File: config.mk
export PLATFORM = sky130hd
export DESIGN_NAME = alu_issue_stage
export DESIGN_NICKNAME = d
export VERILOG_FILES = /design/src/rtl/alu_pkg.sv /design/src/rtl/alu_ctrl_decode.sv /design/src/rtl/alu_issue_stage.sv
export SDC_FILE = /design/constraint.sdc
export NUM_CORES = 1
export LEC_CHECK = 0
export ABC_CLOCK_PERIOD_IN_PS = 4100
export CAP_MARGIN = 20
export CORE_MARGIN = 4
export CORE_UTILIZATION = 30
export DETAILED_ROUTE_END_ITERATION = 16
export HOLD_SLACK_MARGIN = 0.06
export PLACE_DENSITY = 0.7
export SETUP_SLACK_MARGIN = 0.3
export SKIP_CTS_REPAIR_TIMING = 1
export SLEW_MARGIN = 20
export SYNTH_ARGS = -nofsm -noshare
export SYNTH_HDL_FRONTEND = slang
export SYNTH_SLANG_ARGS = --single-unit
export TNS_END_PERCENT = 50
File: constraint.sdc
create_clock -name clk -period 4.1 [get_ports clk]
set_input_delay 0.82 -clock clk [delete_from_list [all_inputs] [get_ports clk]]
set_output_delay 0.82 -clock clk [all_outputs]
set_load 0.03 [all_outputs]
File: src/rtl/alu_pkg.sv
// alu_pkg: ALU opcode and RV32I funct3 encodings shared by the issue stage and ALU_unit.
`default_nettype none

package alu_pkg;

  typedef enum logic [3:0] {
    ALU_NOP  = 4'b0000,
    ALU_ADD  = 4'b0001,
    ALU_SUB  = 4'b0010,
    ALU_SLL  = 4'b0011,
    ALU_SLT  = 4'b0100,
    ALU_SLTU = 4'b0101,
    ALU_XOR  = 4'b0110,
    ALU_SRL  = 4'b0111,
    ALU_SRA  = 4'b1000,
    ALU_OR   = 4'b1001,
    ALU_AND  = 4'b1010
  } alu_op_e;

  localparam logic [2:0] F3_ADD  = 3'b000;
  localparam logic [2:0] F3_SLL  = 3'b001;
  localparam logic [2:0] F3_SLT  = 3'b010;
  localparam logic [2:0] F3_SLTU = 3'b011;
  localparam logic [2:0] F3_XOR  = 3'b100;
  localparam logic [2:0] F3_SR   = 3'b101;
  localparam logic [2:0] F3_OR   = 3'b110;
  localparam logic [2:0] F3_AND  = 3'b111;

endpackage

`default_nettype wire

File: src/rtl/alu_ctrl_decode.sv
// alu_ctrl_decode: maps (is_imm, funct3, funct7[5]) to a 4-bit ALU opcode plus an illegal flag.
`default_nettype none

module alu_ctrl_decode
  import alu_pkg::*;
(
  input  logic       is_imm_i,
  input  logic [2:0] funct3_i,
  input  logic       funct7b5_i,
  output logic [3:0] ctrl_o,
  output logic       illegal_o
);

  logic [3:0] w_op;
  logic       w_bad;

  always_comb begin
    w_op  = ALU_NOP;
    w_bad = 1'b0;
    case (funct3_i)
      F3_ADD:  w_op = (!is_imm_i && funct7b5_i) ? ALU_SUB : ALU_ADD;
      F3_SLL: begin
        w_op  = ALU_SLL;
        w_bad = funct7b5_i;
      end
      F3_SLT: begin
        w_op  = ALU_SLT;
        w_bad = funct7b5_i && !is_imm_i;
      end
      F3_SLTU: begin
        w_op  = ALU_SLTU;
        w_bad = funct7b5_i && !is_imm_i;
      end
      F3_XOR: begin
        w_op  = ALU_XOR;
        w_bad = funct7b5_i && !is_imm_i;
      end
      F3_SR:   w_op = funct7b5_i ? ALU_SRA : ALU_SRL;
      F3_OR: begin
        w_op  = ALU_OR;
        w_bad = funct7b5_i && !is_imm_i;
      end
      F3_AND: begin
        w_op  = ALU_AND;
        w_bad = funct7b5_i && !is_imm_i;
      end
      default: begin
        w_op  = ALU_NOP;
        w_bad = 1'b1;
      end
    endcase
  end

  // An undecodable instruction must never reach the ALU as a real op.
  assign ctrl_o    = w_bad ? ALU_NOP : w_op;
  assign illegal_o = w_bad;

endmodule

`default_nettype wire

File: src/rtl/alu_issue_stage.sv
// alu_issue_stage: RV32I ALU issue with RAW stall on S1, forwarding from S2, flush and illegal-op pulse.
`default_nettype none

module alu_issue_stage
  import alu_pkg::*;
#(
  parameter int XLEN = 32,
  parameter int RA_W = 5
) (
  input  logic            clk,
  input  logic            rst_n,
  input  logic            in_valid,
  output logic            in_ready,
  input  logic            in_is_imm,
  input  logic [2:0]      in_funct3,
  input  logic            in_funct7b5,
  input  logic [RA_W-1:0] in_rs1,
  input  logic [RA_W-1:0] in_rs2,
  input  logic [RA_W-1:0] in_rd,
  input  logic [XLEN-1:0] in_rs1_data,
  input  logic [XLEN-1:0] in_rs2_data,
  input  logic [XLEN-1:0] in_imm,
  input  logic            flush,
  input  logic [XLEN-1:0] alu_result,
  output logic [3:0]      ctrl_sig,
  output logic [XLEN-1:0] in1,
  output logic [XLEN-1:0] in2,
  output logic            wb_valid,
  output logic [RA_W-1:0] wb_rd,
  output logic            illegal_op
);

  logic [3:0]      w_dec_ctrl;
  logic            w_dec_illegal;

  logic [3:0]      ctrl_q, ctrl_d;
  logic [XLEN-1:0] in1_q, in1_d;
  logic [XLEN-1:0] in2_q, in2_d;
  logic            s1_valid_q, s1_valid_d;
  logic [RA_W-1:0] s1_rd_q, s1_rd_d;
  logic            s2_valid_q, s2_valid_d;
  logic [RA_W-1:0] s2_rd_q, s2_rd_d;
  logic            illegal_q, illegal_d;

  logic            w_stall;
  logic            w_accept;
  logic            w_fwd_rs1;
  logic            w_fwd_rs2;
  logic [XLEN-1:0] w_op1;
  logic [XLEN-1:0] w_op2;

  alu_ctrl_decode u_decode (
    .is_imm_i   (in_is_imm),
    .funct3_i   (in_funct3),
    .funct7b5_i (in_funct7b5),
    .ctrl_o     (w_dec_ctrl),
    .illegal_o  (w_dec_illegal)
  );

  // S1's result does not exist yet, so a consumer of it must wait one cycle.
  assign w_stall = in_valid && s1_valid_q && (s1_rd_q != '0) &&
                   ((s1_rd_q == in_rs1) || (!in_is_imm && (s1_rd_q == in_rs2)));

  assign in_ready = rst_n && !w_stall && !flush;
  assign w_accept = in_valid && in_ready;

  assign w_fwd_rs1 = s2_valid_q && (s2_rd_q != '0) && (s2_rd_q == in_rs1);
  assign w_fwd_rs2 = s2_valid_q && (s2_rd_q != '0) && (s2_rd_q == in_rs2) && !in_is_imm;

  assign w_op1 = w_fwd_rs1 ? alu_result : in_rs1_data;
  assign w_op2 = in_is_imm ? in_imm : (w_fwd_rs2 ? alu_result : in_rs2_data);

  always_comb begin
    ctrl_d     = ALU_NOP;
    in1_d      = in1_q;
    in2_d      = in2_q;
    s1_valid_d = 1'b0;
    s1_rd_d    = s1_rd_q;
    s2_valid_d = s1_valid_q;
    s2_rd_d    = s1_rd_q;
    illegal_d  = 1'b0;
    if (flush) begin
      s2_valid_d = 1'b0;
    end else if (w_accept) begin
      if (w_dec_illegal) begin
        illegal_d = 1'b1;
      end else begin
        ctrl_d     = w_dec_ctrl;
        in1_d      = w_op1;
        in2_d      = w_op2;
        s1_valid_d = 1'b1;
        s1_rd_d    = in_rd;
      end
    end
  end

  always_ff @(posedge clk) begin
    if (!rst_n) begin
      ctrl_q     <= ALU_NOP;
      in1_q      <= '0;
      in2_q      <= '0;
      s1_valid_q <= 1'b0;
      s1_rd_q    <= '0;
      s2_valid_q <= 1'b0;
      s2_rd_q    <= '0;
      illegal_q  <= 1'b0;
    end else begin
      ctrl_q     <= ctrl_d;
      in1_q      <= in1_d;
      in2_q      <= in2_d;
      s1_valid_q <= s1_valid_d;
      s1_rd_q    <= s1_rd_d;
      s2_valid_q <= s2_valid_d;
      s2_rd_q    <= s2_rd_d;
      illegal_q  <= illegal_d;
    end
  end

  assign ctrl_sig   = ctrl_q;
  assign in1        = in1_q;
  assign in2        = in2_q;
  assign wb_valid   = s2_valid_q;
  assign wb_rd      = s2_rd_q;
  assign illegal_op = illegal_q;

endmodule

`default_nettype wire

==> Word level (Yosys, flattened, before mapping) <==
Cells that the tools add are included.
{ "word_totals": {"reg_bits": 81, "latchBits": 0, "ramBits": 0, "romBits": 0, "elab_cells": 56, "mem_count": 0} }
{ "classes": {"add_sub_neg": 0, "multipliers": 0, "div": 0, "n_lt_le_gt_ge": 0, "n_eq_ne": 11, "shift": 0, "mux": 9, "bitwise": 4, "n_reduce_logical": 24} }
{ "op_table": {"columns": ["op", "n"], "rows": [
  ["$mux W32", 3],
  ["$pmux W4 S8", 1],
  ["$eq A5 B5 Y1", 4],
  ["$eq A3 B3 Y1 const B", 4],
  ["$logic_and A1 B1 Y1", 12],
  ["$reduce_bool A5 Y1", 2],
  ["$eq A3 B2 Y1 const B", 2],
  ["$reduce_or A5 Y1", 1],
  ["$mux W4", 1],
  ["$not A1 Y1", 4],
  ["$reduce_or A4 Y1", 1],
  ["$eq A3 B1 Y1 const B", 1],
  ["$logic_not A1 Y1", 3],
  ["$logic_not A3 Y1", 1],
  ["$reduce_and A3 Y1", 1],
  ["$reduce_or A3 Y1", 1],
  ["$mux W1", 2],
  ["$mux W2", 1],
  ["$pmux W1 S2", 1],
  ["$reduce_or A2 Y1", 1],
  ["$logic_or A1 B1 Y1", 1]
]} }

==> Depth between registers and ports, before layout <==
Gate-level depths: netlist of the first run.
{ "logic_depth": {"ltp_word": 10, "ltp_mapped": 8} }

==> Hierarchy <==
From an unflattened synthesis of the first run, not the netlist that was laid out.
{ "unflattened": {"hier_cells": 491, "hier_area_um2": 4530.6} }
{ "modules_own_cells": {"columns": ["module", "n_inst", "cells_each", "area_each_um2", "seq_area_each_um2"], "rows": [
  ["alu_issue_stage", 1, 464, 4365.4, 1621.6],
  ["alu_ctrl_decode", 1, 27, 165.2, 0.0]
]} }

==> Worst setup path before layout of the first run <==
No wires, ideal clock.
{ "synth_timing": {"path_type": "input-to-output", "from": "in in_is_imm", "to": "out in_ready", "t_arrival_ps": 1975, "required_time_ps": 3280, "path_slack_ps": 1305, "cell_stages": 5, "cell_sequence": "buf_2 > clkinv_1 > a32oi_1 > nor2_1 > a21oi_1"} }
{ "synth_via": {"elab_chain_cells": 7} }
{ "synth_lines": {"columns": ["item", "line", "text"], "rows": [
  ["from (decl)", "alu_issue_stage.sv:14", "input logic in_is_imm,"],
  ["$logic_not A1 Y1", "alu_issue_stage.sv:62", "((s1_rd_q == in_rs1) || (!in_is_imm && (s1_rd_q == in_rs2)));"],
  ["$logic_and A1 B1 Y1", "alu_issue_stage.sv:62", null],
  ["$logic_or A1 B1 Y1", "alu_issue_stage.sv:62", null],
  ["$logic_and A1 B1 Y1", "alu_issue_stage.sv:61", "assign w_stall = in_valid && s1_valid_q && (s1_rd_q != '0) &&"],
  ["$logic_not A1 Y1", "alu_issue_stage.sv:64", "assign in_ready = rst_n && !w_stall && !flush;"],
  ["$logic_and A1 B1 Y1 (2 in series)", "alu_issue_stage.sv:64", null],
  ["to (decl)", "alu_issue_stage.sv:13", "output logic in_ready,"]
]} }
No other way between the ends.

==> Final worst setup path of the first run <==
{ "layout_timing": {"from": "in in_rs2[1]", "to": "out in_ready"} }
{ "layout_via": {"elab_chain_cells": 7} }
{ "layout_lines": {"columns": ["item", "line", "text"], "rows": [
  ["from (decl)", "alu_issue_stage.sv:18", "input logic [RA_W-1:0] in_rs2,"],
  ["$eq A5 B5 Y1", "alu_issue_stage.sv:62", null],
  ["$logic_and A1 B1 Y1", "alu_issue_stage.sv:62", null],
  ["$logic_or A1 B1 Y1", "alu_issue_stage.sv:62", null],
  ["$logic_and A1 B1 Y1", "alu_issue_stage.sv:61", null],
  ["$logic_not A1 Y1", "alu_issue_stage.sv:64", null],
  ["$logic_and A1 B1 Y1 (2 in series)", "alu_issue_stage.sv:64", null]
]} }
No other way between the ends.

==> impl_metrics.toml, run 1 <==
[routing]
drtAntennaViolNets = 0
drcViolationCount = 0
drt-pass1-iter-count = 4
drtIter0Drc = 230
drt-total-wl_um = 16400
avgViaCountPerCell = 4.95
vias = 4334
wire_per_inst_um = 18.8

[timing]
rsz0062_at_grt = "false"
worst_pin_slew_ns = 0.981
hold_viol = 0
slew_violations = 0
finalCritPeriodShare_pct = 82.4
setup_tns_ns = 0
post-route-min-period_ns = 3.38
slew_headroom_pct = 34.3
finalSetupViolations = 0
skew_ns = 0.00597
fmax_mhz = 296

[yosys]
synth_top_area_share_pct = 36.8
synth.avg_cell_area_um2 = 9.17
netlist_area_um2 = 4400
yosys_register_bits = 81
yosys.area.top_type = "dfxtp_1"
syn_inst = 480
yosysWarnings = 0
yosysUniqueCellTypes = 37
ys_top_cells_by_area = "dfxtp_1, mux2i_1, o32ai_2"
synth_nets = 632
ys_seq_area_share_pct = 36.8

[cells_and_area]
syn_to_final_growth_pct = 60.8
layout-drive-gt1-share_pct = 9.35
fill_cells = 1337
num-nets-final = 843
final_common_cell = "clkdlybuf4s50_1"
diodes = 0
layoutNonFillerInstCount = 875
mostFrequentLayoutCells = "clkdlybuf4s50_1, dfxtp_1, inv_1"
design_area_um2 = 7080

[power]
power.density_nw_per_um2 = 303
power_mw = 2.15
ir_drop_mv = 0.190
p_leak_nw = 2.76

[hold_path]
holdPathEnd = "in1[4]$_SDFFE_PN0P_"
hp-class = "reg -> reg"
holdPathStages = 2
hp-start = "in1[4]$_SDFFE_PN0P_"

[grt]
grt_pass1_vias = 4660
grtUsageTotal_pct = 19.5
grt_pass1_wl_um = 25200
grt_max_degree = 47
antenna_found_initial = 0
grt_overflow = 0

[outcome]
status = "completed"

[worst_setup_path]
path_delay_family = "buffers and inverters"
crit_required_ns = 3.28
reg2reg_depth = 5
criticalPathCategory = "in -> out"
r2r_slack_ns = 1.08
critPathMaxFanout = 3
rr_startpoint = "wb_rd[2]$_SDFF_PN0_"
path_buf_inv = 2
start_kind = "input pin"
endpoint_kind = "primary output"
critPathMaxStageDelay_ns = 0.52
crit_chain = "clkdlybuf4s50_1, xor2_1, nor4_1, a32oi_1, nor2_1, a21oi_1, buf_4"
r2r_end = "in2[11]$_SDFFE_PN0P_"
crit_slowest_cell = "clkdlybuf4s50_1"
arrival_ns = 2.56

[place]
gp_congestion = 0.902
post_dp_cell_area_um2 = 6800
placedCellCount = 860
numPortBuffers = 227
dp_hpwl_um = 12500

[cts]
cts.sinks = 81
cts-root-buf = "clkbuf_16"
clockBufferDepth = 2
insertion_delay_ns = 0.34
clk_pin_slew_ns = 0.06
numCtsBuffers = 9
h-tree-depth = 3
cts_tree = "built"

[die]
dieArea_um2 = 16700
die_x_um = 129
io_pins = 228
core_um2 = 14100
die_h_um = 129
start_util_pct = 31.2
placement_rows = 43

[job]
maxCapViolations = 0
routing by layer:
| metal | routed length [µm] | vias up | track usage (%) | part of all wire [%] |
|---|---|---|---|---|
| li1 | - | 2085 | - | - |
| met1 | 6720 | 2031 | 23.8 | 41 |
| met2 | 8120 | 177 | 33.0 | 49 |
| met3 | 962 | 41 | 3.92 | 5.9 |
| met4 | 613 | 0 | 9.08 | 3.7 |
| met5 | 0 | - | 0 | 0 |
state kept, by name, summed over array words and instances (netlist names):
register,count
illegal_op,1
ctrl_sig,4
s1_valid_q,1
in1,32
wb_rd,5
in2,32
wb_valid,1
s1_rd_q,5
cell usage after synthesis, drive strengths merged:
cell type / number
dfxtp: 81
inv: 67
mux2i: 65
nor2: 36
nand2: 34
a211oi: 33
nor3: 33
o32ai: 33
buf: 22
clkbuf: 13
xor2: 11
xnor2: 9
and2: 6
mux2: 5
nand2b: 5
a21oi: 4
nor2b: 3
nor4: 3
nor3b: 2
o21ai: 2
or4: 2
a32oi: 1
clkinv: 1
nand3: 1
nand4: 1
o2111ai: 1
o211ai: 1
o21a: 1
o22ai: 1
o31a: 1
o41ai: 1
or2: 1
worst max path at each step:
| stage | start | endpoint | slack (ns) | depth (start not counted) |
|---|---|---|---|---|
| 5_1_grt | in_rs2[4] | in_ready | 0.62 | 7 |
| 2_1_floorplan | in_is_imm | in_ready | 1.30 | 5 |
| 4_1_cts | in_rs2[1] | in_ready | 0.72 | 7 |
| 3_5_place_dp | in_rs2[1] | in2[7]$_SDFFE_PN0P_ | 0.70 | 6 |
| 3_3_place_gp | in_rs2[3] | in2[7]$_SDFFE_PN0P_ | 0.60 | 6 |
| 6_report | in_rs2[1] | in_ready | 0.72 | 7 |
cell type report:
class	count	area [µm²]	share of cell area [%]
well taps	180	225	3.18
clock inverters	3	15.0	0.212
inverters	68	255	3.61
multi-input cells	296	2360	33.4
flip-flops and latches	81	1620	22.9
repair buffers	235	2330	32.9
clock buffers	12	267	3.77
cells by family (layout without fill, tap and decap cells):
family | Yosys count | after routing | synth area share, %
AND/OR/NAND/NOR | 127 | 127 | 13.4
buffers and inverters | 103 | 318 | 10.3
flip-flops | 81 | 81 | 36.8
AO/OA/AOI/OAI | 79 | 79 | 19.5
multiplexers | 70 | 70 | 16.1
XOR/XNOR | 20 | 20 | 3.98
metrics by stage:
step                worst slack, ns  hold slack [ns]  util (%)
floorplan                      1.30            0.450         -
global placement              0.603            0.444      48.2
detailed placement            0.696            0.454      48.2
CTS                           0.722            0.463      50.2
global route                  0.618            0.480      50.2
finish                        0.722            0.457      50.2
power breakdown:
part	switching, mW	internal, mW
sequential	0.0271	0.829
combinational	0.243	0.267
clock	0.327	0.454
total	0.598	1.55
worst reg2reg max path, cell delays in order (launching register included):
cell,delay [ns]
dfxtp_1,0.36
or4_1,0.59
o211ai_4,0.80
or2_2,0.68
a211oi_1,0.23
o32ai_2,0.28
Power figures use the tool's default switching activity.
==> inputs of run 2 (changes only) <==
- ABC_CLOCK_PERIOD_IN_PS: 4100 -> 3100
- PLACE_DENSITY: 0.7 -> 0.72
- clock period: 4.1 -> 3.1 ns (I/O delays scaled with it)
==> impl_metrics.toml, run 2 (synthesized netlist as in run 1, its figures left out) <==
[worst_setup_path]
arrival_ns = 2.07
start_kind = "input pin"
endpoint_kind = "primary output"
crit_required_ns = 2.48
crit_chain = "clkdlybuf4s50_1, xor2_1, nor2_1, a32oi_2, nor2_2, a21oi_1, buf_4"
crit_slowest_cell = "clkdlybuf4s50_1"
critPathMaxFanout = 3
r2r_slack_ns = 0.72
critPathMaxStageDelay_ns = 0.52
path_delay_family = "buffers and inverters"
path_buf_inv = 2
criticalPathCategory = "in -> out"

[power]
p_leak_nw = 2.85
ir_drop_mv = 0.272
power.density_nw_per_um2 = 414

[timing]
slew_headroom_pct = 68.5
post-route-min-period_ns = 2.69
worst_pin_slew_ns = 0.469
skew_ns = 0.00867
whs_ns = 0.457
fmax_mhz = 372
finalCritPeriodShare_pct = 86.6
slew_violations = 0
rsz0062_at_grt = "false"
setup_tns_ns = 0
hold_viol = 0
finalSetupViolations = 0

[cts]
clk_pin_slew_ns = 0.06
h-tree-depth = 3
cts_tree = "built"
cts-root-buf = "clkbuf_16"
clockBufferDepth = 2
insertion_delay_ns = 0.33
numCtsBuffers = 9
cts.sinks = 81

[cells_and_area]
design_area_um2 = 7230
syn_to_final_growth_pct = 64.3
num-nets-final = 847
register_area_um2 = 1620
multi_input_area_um2 = 2380
final_common_cell = "clkdlybuf4s50_1"
layout-drive-gt1-share_pct = 10.0
final_util_pct = 51.3
mostFrequentLayoutCells = "clkdlybuf4s50_1, dfxtp_1, inv_1"
fill_cells = 1303
diodes = 0

[grt]
grt_pass1_vias = 4397
grtUsageTotal_pct = 18.6
grt_max_degree = 42
antenna_found_initial = 0
grt_overflow = 0
grt_pass1_wl_um = 24200

[routing]
drt-total-wl_um = 16200
drtIter0Drc = 258
drcViolationCount = 0
wire_per_inst_um = 18.4
avgViaCountPerCell = 4.94
vias = 4339
drt-pass1-iter-count = 5
drtAntennaViolNets = 0

[die]
die_h_um = 129
die_x_um = 129
start_util_pct = 31.2
placement_rows = 43
io_pins = 228
dieArea_um2 = 16700
core_um2 = 14100

[hold_path]
hp-class = "reg -> reg"

[job]
maxCapViolations = 0

[place]
dp_hpwl_um = 12400
gp_congestion = 0.951
post_dp_cell_area_um2 = 6870
numPortBuffers = 227

[outcome]
status = "completed"
[run 2: cell type report]
cell class,instances,share of cell area (%)
tap,180,3.12
timing repair buffer,239,33.4
multi-input combinational,296,32.9
clock inverter,2,0.831
clock buffer,13,3.74
sequential,81,22.4
inverter,68,3.53
[run 2: tightest hold or removal path: cells and delay by family, from the launching register on]
kind | cells | cell delay, ns
flops | 1 | 0.31
simple gates | 1 | 0.05
mux | 1 | 0.05
[run 2: per-stage QoR]
step	setup WS (ns)	power [mW]	cells
floorplan	0.705	1.46	480
global placement	0.246	1.83	863
detailed placement	0.235	1.84	863
CTS	0.244	3.02	878
global route	0.353	3.11	879
finish	0.414	3.00	879
[run 2: final timing paths]
check	from	to	cells after the start
worst max-delay path	in_rs1[3]	in_ready	7
worst min-delay path	in1[25]$_SDFFE_PN0P_	in1[25]$_SDFFE_PN0P_	2
worst max register to register	wb_rd[1]$_SDFF_PN0_	in2[27]$_SDFFE_PN0P_	6
worst min register to register	in1[25]$_SDFFE_PN0P_	in1[25]$_SDFFE_PN0P_	2
[run 2: routing by layer]
layer  global-route usage, %  routed length, µm
met1                    24.1               6970
met2                    31.4               8010
met3                    2.89                908
met5                       0                  0
met4                    6.55                325
[run 2: where the power goes]
part / switching (mW) / internal, mW
registers: 0.0350 / 1.10
clock network: 0.411 / 0.768
logic: 0.326 / 0.360
total: 0.772 / 2.22
